`config.mk`:
```
export PLATFORM = sky130hd
export DESIGN_NAME = mem_stage
export DESIGN_NICKNAME = d
export VERILOG_FILES = /design/src/rtl/mem_stage.sv
export SDC_FILE = /design/constraint.sdc
export NUM_CORES = 1
export LEC_CHECK = 0
export CAP_MARGIN = 20
export CORE_MARGIN = 4
export CORE_UTILIZATION = 39
export CTS_CLUSTER_DIAMETER = 30
export DETAILED_ROUTE_END_ITERATION = 16
export GPL_TIMING_DRIVEN = 1
export PLACE_DENSITY = 0.87
export SETUP_SLACK_MARGIN = 0.4
export SLEW_MARGIN = 20
export SYNTH_ARGS = -nofsm -noshare
export SYNTH_HDL_FRONTEND = slang
export SYNTH_SLANG_ARGS = --single-unit
```
`constraint.sdc`:
```
create_clock -name clk -period 2.1 [get_ports clk]
set_clock_uncertainty 0.2 [all_clocks]
set_input_delay 0.42 -clock clk [delete_from_list [all_inputs] [get_ports clk]]
set_output_delay 0.42 -clock clk [all_outputs]
set_load 0.02 [all_outputs]
```
`src/rtl/mem_stage.sv`:
```
// Memory pipeline stage: it accepts one instruction, performs its load or store over a
// request/response port, aligns the load data and hands the GPR write to write-back.
module mem_stage #(
  parameter int ADDR_WIDTH = 4
) (
  input  logic                  clk,
  input  logic                  reset,
  input  logic                  in_valid_i,
  output logic                  in_ready_o,
  input  logic                  in_ebreak_i,
  input  logic [ADDR_WIDTH-1:0] in_rd_i,
  input  logic                  in_rd_en_i,
  input  logic [31:0]           in_gpr_wdata_i,
  input  logic                  in_lsu_ren_i,
  input  logic                  in_lsu_wen_i,
  input  logic [3:0]            in_lsu_mask_i,
  input  logic                  in_lsu_signed_i,
  input  logic [31:0]           in_lsu_addr_i,
  input  logic [31:0]           in_lsu_wdata_i,
  output logic                  mem_req_valid_o,
  input  logic                  mem_req_ready_i,
  output logic                  mem_req_wen_o,
  output logic [31:0]           mem_req_addr_o,
  output logic [31:0]           mem_req_wdata_o,
  output logic [3:0]            mem_req_wstrb_o,
  input  logic                  mem_resp_valid_i,
  input  logic [31:0]           mem_resp_rdata_i,
  output logic                  out_valid_o,
  input  logic                  out_ready_i,
  output logic                  out_ebreak_o,
  output logic [ADDR_WIDTH-1:0] out_rd_o,
  output logic                  out_rd_en_o,
  output logic [31:0]           out_wdata_o,
  output logic                  fwd_wen_o,
  output logic                  fwd_wvalid_o,
  output logic [ADDR_WIDTH-1:0] fwd_waddr_o,
  output logic [31:0]           fwd_wdata_o
);

  typedef enum logic [1:0] {IDLE, REQ, RESP, DONE} state_t;

  state_t state, state_next;

  logic                  ebreak_q, rd_en_q, ren_q, wen_q, signed_q;
  logic [ADDR_WIDTH-1:0] rd_q;
  logic [31:0]           gpr_wdata_q, addr_q, wdata_q, result_q;
  logic [3:0]            mask_q;

  logic        in_fire, out_fire, req_fire, resp_fire, in_is_mem;
  logic [4:0]  lane_shamt;
  logic [31:0] load_raw, load_data;

  assign out_fire   = out_valid_o & out_ready_i;
  assign in_fire    = in_valid_i & in_ready_o;
  assign req_fire   = mem_req_valid_o & mem_req_ready_i;
  assign resp_fire  = (state == RESP) & mem_resp_valid_i;
  assign in_is_mem  = in_lsu_ren_i | in_lsu_wen_i;
  assign lane_shamt = {addr_q[1:0], 3'b000};

  // State register.
  // NOTE: Sequential state uses non-blocking assignments only. Blocking assignments here
  // would let one always_ff read another's value from the same edge in simulation.
  always_ff @(posedge clk) begin
    if (reset) state <= IDLE;
    else       state <= state_next;
  end

  // Next-state logic.
  // NOTE: state_next is defaulted first so that no path through the case infers a latch.
  always_comb begin
    state_next = state;
    unique case (state)
      IDLE:    if (in_fire) state_next = in_is_mem ? REQ : DONE;
      REQ:     if (req_fire) state_next = RESP;
      RESP:    if (mem_resp_valid_i) state_next = DONE;
      DONE: begin
        if (in_fire)       state_next = in_is_mem ? REQ : DONE;
        else if (out_fire) state_next = IDLE;
      end
      default: state_next = IDLE;
    endcase
  end

  // Output logic. This is a combinational function of the state and the latched payload,
  // so the request and result fields cannot change while their valid is held.
  always_comb begin
    in_ready_o      = (state == IDLE) | ((state == DONE) & out_ready_i);
    mem_req_valid_o = (state == REQ);
    out_valid_o     = (state == DONE);
    fwd_wen_o       = rd_en_q & (state != IDLE);
    fwd_wvalid_o    = rd_en_q & (state == DONE);
  end

  assign mem_req_wen_o   = wen_q;
  assign mem_req_addr_o  = {addr_q[31:2], 2'b00};
  assign mem_req_wdata_o = wdata_q << lane_shamt;
  assign mem_req_wstrb_o = wen_q ? (mask_q << addr_q[1:0]) : 4'b0000;

  // Load alignment. Bytes shifted in from beyond bit 31 are zero on misaligned loads.
  assign load_raw = mem_resp_rdata_i >> lane_shamt;
  always_comb begin
    load_data = load_raw;
    if (mask_q == 4'b0001)
      load_data = {{24{signed_q & load_raw[7]}}, load_raw[7:0]};
    else if (mask_q == 4'b0011)
      load_data = {{16{signed_q & load_raw[15]}}, load_raw[15:0]};
  end

  // Payload registers. When both load and store are set, the store wins.
  always_ff @(posedge clk) begin
    if (reset) begin
      ebreak_q    <= 1'b0;
      rd_q        <= '0;
      rd_en_q     <= 1'b0;
      gpr_wdata_q <= '0;
      ren_q       <= 1'b0;
      wen_q       <= 1'b0;
      mask_q      <= '0;
      signed_q    <= 1'b0;
      addr_q      <= '0;
      wdata_q     <= '0;
      result_q    <= '0;
    end else if (in_fire) begin
      ebreak_q    <= in_ebreak_i;
      rd_q        <= in_rd_i;
      rd_en_q     <= in_rd_en_i;
      gpr_wdata_q <= in_gpr_wdata_i;
      ren_q       <= in_lsu_ren_i & ~in_lsu_wen_i;
      wen_q       <= in_lsu_wen_i;
      mask_q      <= in_lsu_mask_i;
      signed_q    <= in_lsu_signed_i;
      addr_q      <= in_lsu_addr_i;
      wdata_q     <= in_lsu_wdata_i;
      result_q    <= in_gpr_wdata_i;
    end else if (resp_fire) begin
      result_q    <= ren_q ? load_data : gpr_wdata_q;
    end
  end

  assign out_ebreak_o = ebreak_q;
  assign out_rd_o     = rd_q;
  assign out_rd_en_o  = rd_en_q;
  assign out_wdata_o  = result_q;
  assign fwd_waddr_o  = rd_q;
  assign fwd_wdata_o  = result_q;

endmodule

```
==> metrics.txt <==
placed cell areas 10800 um2; CTS tree yes; largest net degree at the start of global routing 54; post-synth top area share 0.396; post-DP HPWL approximately 20000 um; final WL 39900 um; design area 14900 um2; Max FO, Critical Path 7; num rows between 40 and 50; static leakage 6.82 nW; synth cell count leaders 246 x nand2_1, 151 x a21oi_1, 143 x dfxtp_1; DRT iter0 DRCs 868; clk root buf clkbuf_16; Distinct cells, synth 47; vias in the first global route just under 9k; type of origin of the critical path flip-flop; # port buffers 292; Worst R2R Start addr_q[0]; synthesized cell area 7220 um2; fin crit share 1.11; Final Setup Violations between 60 and 70; Worst-path clk slew 0.07 ns; met2 Usage GRT 0.553; Seq cells post-synth 143; Max IR drop VDD 0.601 mV; first-pass GRT wire length 49000 um; Synth Instances 932; First-pass DRT Iterations 6; Starting Density 0.399; grt total ovfl 0; Int Power 7.72 mW; routed vias/inst 5.99; initial antenna violation count 4; CP required 1.48 ns; Net Sw Frac 0.358; Mapped Avg Cell Area 7.75 um2; DIE AREA just over 20000 um2; Inst Count DP about 1.4k; GP Congestion roughly 0.9; Sw Pwr 4.30 mW; drt wl/cell ~26 um; Tightest Pin Transition 0.602 ns; crit path DAT 1.70 ns; clock power share 0.280; Slew HR 0.598; Skew-Pair Late Insertion Delay 0.43 ns; post-route worst setup slack -0.223 ns; worst setup path class reg2out; P&R area growth vs syn 106%; status complete, but fails checks; Final Util 0.822; Pwr per Cell Area 808 nW/um2; overall power 12.0 mW; non-filler cells in the finished layout 1549; GRT Total Usage 0.306; Synth async-reset ratio 0; Antenna Violating Nets Remaining 0; Synth area leaders dfxtp_1 40%, nand2_1 13%, a21oi_1 10%; Final Hold Slack around 0.18 ns; sequential area share after synthesis 0.396; RSZ-0062 raised after global routing true; Core Footprint around 18000 um2; Slew Viols, Final 0; M1 GR Usage 0.324; # DRC 0; YS warnings 0; DR vias 9272; Combinational Power Share 0.441; number of enable flip-flop cells after synthesis 0; Synth Flop Type dfxtp_1; die width 144 um; Seq pwr share 0.279; CTS Hold Buffers Added 0; Critical Path Source addr_q[1]; reg2reg setup slack -0.20 ns; GRT busiest layer met2; Synth area leader dfxtp_1; DIE HEIGHT 144 um; HP Class in2reg; GR Util met3 0.0797; I/O pin count 295; Crit. End Element primary output; H-tree Lvls 4; final hold vios 0; hold_sp reset; violated checks negative setup slack; min Tclk post-route 2.32 ns; f_max 430 MHz; layout cells sized above 1 0.554; total of max-cap violations 0; Longest Clk Path Bufs 2; CTS sink count 143; count leader, synth nand2_1; Final #Nets 1452; clock buffer count from CTS 17
[state kept, by name (all words and copies together), names as in the netlist]
name / count
addr_q: 32
mask_q: 4
fwd_waddr_o: 4
out_rd_en_o: 1
gpr_wdata_q: 32
signed_q: 1
out_ebreak_o: 1
ren_q: 1
mem_req_wen_o: 1
state: 2
fwd_wdata_o: 32
wdata_q: 32
[power groups by stage]
| stage | clock (mW) | combinational, mW | sequential, mW |
|---|---|---|---|
| 6_report | 3.37 | 5.30 | 3.36 |
| 5_1_grt | 3.47 | 5.48 | 3.37 |
| 4_1_cts | 3.29 | 4.26 | 3.28 |
| 3_5_place_dp | 0 | 3.22 | 3.31 |
| 3_3_place_gp | 0 | 3.17 | 3.29 |
| 2_1_floorplan | 0 | 1.87 | 3.34 |
[stage by stage]
stage	TNS (ns)	setup WS, ns
4_1_cts	-3.29	-0.218
3_3_place_gp	-42.58	-0.413
3_5_place_dp	-46.38	-0.447
2_1_floorplan	0	0.181
6_report	-7.80	-0.223
5_1_grt	-9.55	-0.255
[metal layers]
layer,vias up,share of wire
met3,238,0.089
met1,4440,0.34
met5,-,0.00080
met2,695,0.50
met4,4,0.070
li1,3895,-
[worst paths after layout]
kind / end / cells past startpoint
max: mem_req_wstrb_o[3] / 3
min: gpr_wdata_q[9] / 2
max reg2reg: fwd_wdata_o[17] / 9
min reg2reg: addr_q[12] / 2
[final cells by class]
class	instances	area [um2]
flip-flops and latches	143	2890
well taps	229	287
clock buffers	21	470
inverters	3	12.5
repair buffers	492	5460
multi-input cells	648	5580
diodes	3	7.51
clock inverters	10	160
fillers	907	3210
[cell families after synthesis]
family          share of synthesized area
compound gates                      0.219
buf+inv                             0.123
flops                               0.396
mux                                0.0670
other cells                      0.000519
simple gates                        0.194
[critical path, cell delays in order (launching register included)]
cell and delay, ns:
dfxtp_4 0.42, mux4_2 0.54, and2_4 0.17, buf_6 0.13
[repair_timing]
action	CTS	global route
endpoints found under the setup margin	287	239
pin swaps	66	108
gates cloned	22	9
buffers inserted	52	21
gates resized for setup	695	399
[placed cells by master, fill, tap and decap left out, types with 10 or more instances in the layout]
cell type,n
o21ai_0,20
nand2_4,106
dlymetal6s2s_1,45
o22ai_1,11
buf_6,82
buf_4,95
nand2_1,101
mux2i_4,17
dfxtp_2,10
buf_12,30
a21oi_1,27
buf_16,19
a21oi_2,116
a21boi_0,10
dfxtp_1,128
buf_2,51
nand2_2,39
mux2_2,11
o211ai_1,13
clkbuf_16,25
and2_4,11
clkdlybuf4s50_1,143
nor2_4,11
nor2_1,24
Power figures use the tool's default switching activity.
